==> config.mk <==
export PLATFORM = sky130hd
export DESIGN_NAME = demux_1to2_router
export DESIGN_NICKNAME = d
export VERILOG_FILES = /design/src/rtl/demux_1to2_router.sv
export SDC_FILE = /design/constraint.sdc
export NUM_CORES = 1
export LEC_CHECK = 0
export BUFFER_PORTS_ARGS = -buffer_cell sky130_fd_sc_hd__buf_2
export CORE_ASPECT_RATIO = 0.75
export CORE_MARGIN = 10
export CORE_UTILIZATION = 35
export DETAILED_ROUTE_END_ITERATION = 8
export PLACE_DENSITY = 0.56
export SLEW_MARGIN = 20
export SYNTH_ARGS = -nofsm -noshare
export SYNTH_HDL_FRONTEND = slang
export SYNTH_SLANG_ARGS = --single-unit
==> constraint.sdc <==
create_clock -name clk -period 5.85 [get_ports clk]
set_input_delay 0.8775 -clock clk [delete_from_list [all_inputs] [get_ports clk]]
set_output_delay 0.8775 -clock clk [all_outputs]
set_load 0.02 [all_outputs]
==> src/rtl/demux_1to2_router.sv <==
// rtl/demux_1to2_router.sv - 1-to-2 routing demux with per-port FIFOs; optional stats via DEMUX_ROUTER_STATS_EN
module demux_router_fifo #(
    parameter int WIDTH = 16,
    parameter int DEPTH = 2
) (
    input  logic             clk,
    input  logic             rst,
    input  logic             push,
    input  logic [WIDTH-1:0] wdata,
    input  logic             pop,
    output logic             full,
    output logic             valid,
    output logic [WIDTH-1:0] rdata
);
    localparam int AW = (DEPTH > 1) ? $clog2(DEPTH) : 1;
    localparam logic [AW:0] FULL_CNT = (AW+1)'(DEPTH);
    localparam logic [AW:0] ONE = (AW+1)'(1);

    logic [WIDTH-1:0] mem [DEPTH];
    logic [AW:0] rd_ptr;
    logic [AW:0] wr_ptr;
    logic [AW:0] count;

    always_ff @(posedge clk) begin
        if (rst) begin
            rd_ptr <= '0;
            wr_ptr <= '0;
            count  <= '0;
            // Storage is cleared so the head reads zero until the first write.
            for (int i = 0; i < DEPTH; i++) begin
                mem[i] <= '0;
            end
        end else begin
            if (push) begin
                mem[wr_ptr[AW-1:0]] <= wdata;
                wr_ptr <= wr_ptr + ONE;
            end
            if (pop) begin
                rd_ptr <= rd_ptr + ONE;
            end
            case ({push, pop})
                2'b10:   count <= count + ONE;
                2'b01:   count <= count - ONE;
                default: count <= count;
            endcase
        end
    end

    assign full  = (count == FULL_CNT);
    assign valid = (count != '0);
    assign rdata = mem[rd_ptr[AW-1:0]];
endmodule

module demux_1to2_router #(
    parameter int WIDTH = 16,
    parameter int DEPTH = 2
) (
    input  logic             clk,
    input  logic             rst,
    input  logic             in_valid,
    input  logic             in_sel,
    input  logic [WIDTH-1:0] in_data,
    output logic             in_ready,
    output logic             out0_valid,
    output logic [WIDTH-1:0] out0_data,
    input  logic             out0_ready,
    output logic             out1_valid,
    output logic [WIDTH-1:0] out1_data,
    input  logic             out1_ready
`ifdef DEMUX_ROUTER_STATS_EN
    ,
    output logic [15:0]      cnt0,
    output logic [15:0]      cnt1
`endif
);
    logic full0;
    logic full1;
    logic push0;
    logic push1;
    logic pop0;
    logic pop1;

    // Full is taken from registered occupancy, so a same-cycle pop never frees a slot early.
    assign in_ready = in_sel ? !full1 : !full0;
    assign push0    = in_valid && !in_sel && !full0;
    assign push1    = in_valid &&  in_sel && !full1;
    assign pop0     = out0_valid && out0_ready;
    assign pop1     = out1_valid && out1_ready;

    demux_router_fifo #(.WIDTH(WIDTH), .DEPTH(DEPTH)) u_fifo0 (
        .clk   (clk),
        .rst   (rst),
        .push  (push0),
        .wdata (in_data),
        .pop   (pop0),
        .full  (full0),
        .valid (out0_valid),
        .rdata (out0_data)
    );

    demux_router_fifo #(.WIDTH(WIDTH), .DEPTH(DEPTH)) u_fifo1 (
        .clk   (clk),
        .rst   (rst),
        .push  (push1),
        .wdata (in_data),
        .pop   (pop1),
        .full  (full1),
        .valid (out1_valid),
        .rdata (out1_data)
    );

`ifdef DEMUX_ROUTER_STATS_EN
    always_ff @(posedge clk) begin
        if (rst) begin
            cnt0 <= '0;
            cnt1 <= '0;
        end else begin
            if (pop0) cnt0 <= cnt0 + 16'd1;
            if (pop1) cnt1 <= cnt1 + 16'd1;
        end
    end
`endif
endmodule

==> impl_metrics.yaml, run 1 <==
yosys:
  synthArstFlopShare_pct: 0
  netlist_area_sq_um: 3290
  ys.flop_type: "edfxtp_1"
  yosys.area.top_type_share_pct: 58.4
  synth.distinct_cells: 29
  seq_area_frac_synth_pct: 64.4
  synth-seq-cells: 74
  syn-num-nets: 245
  synth-edff-count: 64
  yosysTopAreaCell: "edfxtp_1"
  ys_warn_count: 0
  synth_area_leaders: "edfxtp_1 (58%), and2_1 (12%), mux2_2 (11%)"
  syn_avg_cell_area_sq_um: 14.9
  synthCells: 221
detailed_routing:
  ant_nets: 0
  drc: 0
  drt_first_iter_violations: 90
  avgRoutedWirePerCell_um: 16.5
  drt-total-wl_um: 6790
  vias_per_cell: 4.46
  vias: 1833
  dr.pass1.iters: 4
floorplanning:
  dieArea_sq_um: 13700
  rows: 30
  io_pins: 57
  dieHeight_um: 104
  die_x_um: 132
  initial_utilization_pct: 36.1
  core_area_sq_um: 9120
finish:
  seq_area_sq_um: 2120
  finalNetCount: 303
  stdcell_count: 411
  drive_gt1_share_pct: 39.9
  multi_input_area_sq_um: 1120
  areaGrowthSynthToFinish_pct: 20.5
  nFillCells: 841
  n_antenna_cell: 0
clock_network:
  cts_hold_buf: 0
  cts_made_buffers: 9
  clkLatencyLatePin_ps: 330
  root_buffer: "clkbuf_16"
  cts_tree: "built"
  cts_setup_buffers: 0
  cts_resized: 0
  cts_buffer_depth: 2
  cts.sink_count: 74
  h-tree-depth: 3
  clk_transition_reported_paths_ps: 60
timing:
  tightest_slew_ps: 1040
  period_needed_ps: 2680
  max_freq_ghz: 0.373
  setup_slack_ps: 3170
  slew-limit-headroom_pct: 30.8
  hold_violations: 0
  min_period_over_period_pct: 45.8
  clock_skew_ps: 5.55
  setup_viol: 0
  fin_tns_setup_ps: 0
  rsz0062_at_grt: "no"
  drv_slew: 0
grt:
  grt_pass1_vias: 1977
  grt-ovfl-total: 0
  grt_max_degree: 18
  antenna_found_initial: 0
  grt.total_usage_pct: 10.2
  grt_pass1_wl_um: 10800
setup_path:
  crit_path_end_kind: "primary output"
  critPathRequiredTime_ps: 4970
  crit_fanout: 16
  arrival_ps: 1800
  path_class: "reg -> out"
  start_kind: "flop"
placement:
  numPortBuffers: 56
  place_inst: 396
  globalplace.congestion: 0.724
  dp_hpwl_um: 4530
  place_ws_ps: 2820
job:
  drv_cap: 0
power:
  p_per_area_nw_per_um2: 402
  p_leak_nw: 1.60
  ir_drop_mv: 0.254
outcome:
  status: "finished clean"
hold_path:
  hold_class: "reg -> reg"
-- state kept, by name, summed over array words and instances (netlist names), named ones only --
register / flops
u_fifo0.mem: 32
u_fifo1.mem: 32
u_fifo0.count: 2
u_fifo1.count: 2
u_fifo0.rd_ptr: 1
u_fifo0.wr_ptr: 1
u_fifo1.rd_ptr: 1
u_fifo1.wr_ptr: 1
-- power breakdown --
part	switching, mW	internal, mW
registers	0.0612	0.634
logic	0.203	0.168
clock network	0.205	0.324
total	0.469	1.13
-- worst paths after layout --
path / startpoint / endpoint / slack, ps / depth (start not counted)
setup reg to reg: u_fifo0.count[1] / u_fifo0.mem[1][14] / 3580 / 3
hold / removal: u_fifo1.rd_ptr[0] / flop / 510 / 2
setup / recovery: flop / out1_data[8] / 3170 / 2
hold reg to reg: u_fifo1.rd_ptr[0] / flop / 510 / 2
-- cells in the final DEF (no fill, tap or decap), types with 4 or more instances in the layout --
master     instances
clkbuf_16          9
mux2_2            32
dfxtp_1           10
and2_1            64
xnor2_1            4
buf_2             56
edfxtp_1          64
nor2_1             6
-- area by class of cell --
cell class,count,share of cell area [%]
clock buffers,9,5.67
clock inverters,6,1.48
multi-input cells,138,28.3
flip-flops and latches,74,53.5
well taps,128,4.04
repair buffers,56,7.06
-- kinds of logic after synthesis --
family                   Yosys count  share of synthesized area (%)
AND/OR/NAND/NOR                   87                           18.3
flip-flops                        74                           64.4
multiplexers                      33                           11.2
AO/OA/AOI/OAI                     10                           1.98
buffers and inverters              9                           1.71
XOR/XNOR                           6                           1.60
adder cells (fa/ha/maj)            2                          0.760
-- stage by stage --
stage | power [mW] | hold WS [ps] | cell area, sq um | utilization (%)
after CTS | 1.62 | 516 | 3970 | 43.5
after detailed placement | 1.09 | 504 | 3680 | 40.4
after global placement | 1.08 | 497 | 3680 | 40.4
after global routing | 1.67 | 552 | 3970 | 43.5
final | 1.60 | 514 | 3970 | 43.5
after floorplan | 0.960 | 475 | 3290 | -
-- synthesized netlist by cell type, types with 3 or more instances --
library cell / n
and2_1: 64
mux2_2: 32
edfxtp_1: 64
buf_2: 3
dfxtp_1: 10
xnor2_1: 4
nor2_1: 6
clkbuf_1: 3
-- metal layers --
layer | track usage, % | vias to the layer above | wire (um)
li1 | - | 904 | -
met1 | 12.7 | 871 | 3280
met2 | 14.9 | 50 | 2930
met3 | 4.78 | 8 | 490
met4 | 4.04 | 0 | 102
met5 | 0 | - | 0
-- worst max-delay path, stage by stage, from the launching register on --
cell and delay, ps:
dfxtp_1 890, mux2_2 420, buf_2 160
Power figures use the tool's default switching activity.
==> run 2, diff against run 1 <==
ABC_AREA = 1   (was not set)
PLACE_DENSITY = 0.58   (was 0.56)
clock period = 2.2 ns   (was 5.85 ns; I/O delays follow)
==> run 2 against run 1 <==
Sequential cell count unchanged. Total power is 120% higher. Critical endpoint is now out0_data[10]. Area after synthesis decreased by 0.72%. Clock power up 140%. First-iteration DRC count grew 44%.
==> impl_metrics.yaml, run 2 <==
clock_network:
  cts_made_buffers: 9
  cts_setup_buffers: 0
  cts.sink_count: 74
  clk_transition_reported_paths_ps: 50
  clkLatencyLatePin_ps: 320
  cts_resized: 0
  cts_hold_buf: 0
  h-tree-depth: 3
  root_buffer: "clkbuf_16"
  cts_tree: "built"
  cts_buffer_depth: 2
timing:
  clock_skew_ps: 3.50
  period_needed_ps: 1970
  drv_slew: 0
  slew-limit-headroom_pct: 67.6
  rsz0062_at_grt: "no"
  tightest_slew_ps: 483
  min_period_over_period_pct: 89.6
  max_freq_ghz: 0.508
  setup_viol: 0
  hold_violations: 0
  holdWs_ps: 382
  fin_tns_setup_ps: 0
detailed_routing:
  drc: 0
  avgRoutedWirePerCell_um: 15.1
  drt_first_iter_violations: 130
  vias: 2021
  ant_nets: 0
  drt-total-wl_um: 7070
  dr.pass1.iters: 4
  vias_per_cell: 4.31
power:
  pwr-share-clk_pct: 36.1
  pwr-share-comb_pct: 17.0
  seqPwrFrac_pct: 46.9
  switching_share_pct: 26.9
  ir_drop_mv: 0.437
  p_per_area_nw_per_um2: 896
  p_leak_nw: 1.75
  internal_power_mw: 2.61
  switchingPower_mw: 0.963
setup_path:
  crit_path_end_kind: "primary output"
  path_class: "reg -> out"
  start_kind: "flop"
  arrival_ps: 1640
  path_cells: "buf_4 > mux2_2 > buf_2"
  critPathSlowestCell: "dfxtp_1"
  critPathRequiredTime_ps: 1870
  rr_worst_depth: 7
  crit_fanout: 9
  cpPeakStageDelay_ps: 530
yosys:
  synth-edff-count: 64
  synth.distinct_cells: 21
  synth-seq-cells: 74
  yosysTopAreaCell: "edfxtp_1"
  syn_avg_cell_area_sq_um: 12.2
  yosys.area.top_type_share_pct: 58.8
  synthCells: 267
  synthArstFlopShare_pct: 0
  synthTopCellsByCount: "edfxtp_1 (64), nor2_1 (62), mux2_2 (33), inv_1 (27), nand2_1 (19)"
  ys_warn_count: 0
  netlist_area_sq_um: 3270
  ys.flop_type: "edfxtp_1"
  yosysMostFrequentCell: "edfxtp_1"
  seq_area_frac_synth_pct: 64.9
  synth_area_leaders: "edfxtp_1 (59%), mux2_2 (11%), nor2_1 (7.1%)"
  syn-num-nets: 291
finish:
  n_antenna_cell: 0
  finalNetCount: 360
  areaGrowthSynthToFinish_pct: 22.0
  final_cell_mix: "edfxtp_1 (64), nor2_1 (62), buf_2 (56), mux2_2 (33), inv_1 (27)"
  seq_area_sq_um: 2120
  nFillCells: 879
  reg_top3: "u_fifo0.mem x32, u_fifo1.mem x32"
  drive_gt1_share_pct: 42.2
  stdcell_count: 469
  final_common_cell: "edfxtp_1"
  multi_input_area_sq_um: 965
job:
  drv_cap: 0
placement:
  place_inst: 453
  dp_hpwl_um: 5060
  globalplace.congestion: 0.712
  numPortBuffers: 56
floorplanning:
  initial_utilization_pct: 36.0
  core_area_sq_um: 9080
  dieHeight_um: 104
  die_x_um: 132
  io_pins: 57
  dieArea_sq_um: 13600
  rows: 30
grt:
  antenna_found_initial: 0
  grt_pass1_wl_um: 11100
  grt_pass1_vias: 2127
  grt.total_usage_pct: 10.5
  grt_max_degree: 17
  grt-ovfl-total: 0
hold_path:
  whs_path_depth: 5
  hold_class: "in -> reg"
outcome:
  status: "finished clean"
run 2: cell count changes after synthesis, moves of 17 or more:
cell / change
and2_1: -64
nor2_1: +56
inv_1: +27
nand2_1: +19
nor2_2: +17
run 2: power groups by stage:
| stage | Clock (mW) | Combinational, mW | Sequential [mW] |
|---|---|---|---|
| detailed placement | 0 | 0.625 | 1.71 |
| floorplan | 0 | 0.442 | 1.68 |
| global route | 1.37 | 0.672 | 1.69 |
| CTS | 1.31 | 0.627 | 1.68 |
| finish | 1.29 | 0.609 | 1.67 |
| global placement | 0 | 0.620 | 1.70 |
run 2: worst paths after layout:
path / start / endpoint / slack (ps)
hold reg to reg: u_fifo0.rd_ptr[0] / flop / 490
hold / removal: out1_ready / flop / 380
setup reg to reg: u_fifo1.count[0] / u_fifo1.mem[0][14] / 710
setup / recovery: flop / out0_data[10] / 230
run 2: final cells by class:
cell class | instances | share of cell area (%)
Sequential cell | 74 | 53.2
Inverter | 31 | 2.92
Clock buffer | 10 | 5.74
Tap cell | 128 | 4.02
Multi-Input combinational cell | 153 | 24.2
Clock inverter | 6 | 0.847
Timing Repair Buffer | 67 | 9.10
run 2: cell families (layout without fill, tap and decap cells):
group | after synthesis | after routing | share of synthesized area, %
AND/OR/NAND/NOR | 112 | 112 | 16.5
flip-flops | 74 | 74 | 64.9
buffers and inverters | 40 | 114 | 5.59
multiplexers | 33 | 33 | 11.4
AO/OA/AOI/OAI | 6 | 6 | 0.919
adder cells (fa/ha/maj) | 2 | 2 | 0.765
run 2: metrics by stage:
| step | instance area [sq um] | power (mW) | worst slack [ps] | utilization (%) |
|---|---|---|---|---|
| final | 3990 | 3.57 | 230 | 43.9 |
| after global routing | 3990 | 3.73 | 138 | 43.9 |
| after CTS | 3990 | 3.61 | 193 | 43.9 |
| after detailed placement | 3730 | 2.33 | 520 | 41.0 |
| after global placement | 3730 | 2.32 | 518 | 41.0 |
| after floorplan | 3270 | 2.13 | 559 | - |
run 2: critical path: cells and delay by family, from the launching register on:
family | cells | cell delay, ps
buf+inv | 2 | 420
flops | 1 | 530
mux | 1 | 360
run 2: per-layer routing:
layer / vias up / track usage, % / wire (um)
met3: 2 / 3.81 / 372
li1: 1026 / - / -
met4: 0 / 3.72 / 55
met1: 953 / 13.0 / 3290
met2: 40 / 16.3 / 3350
met5: - / 0 / 0
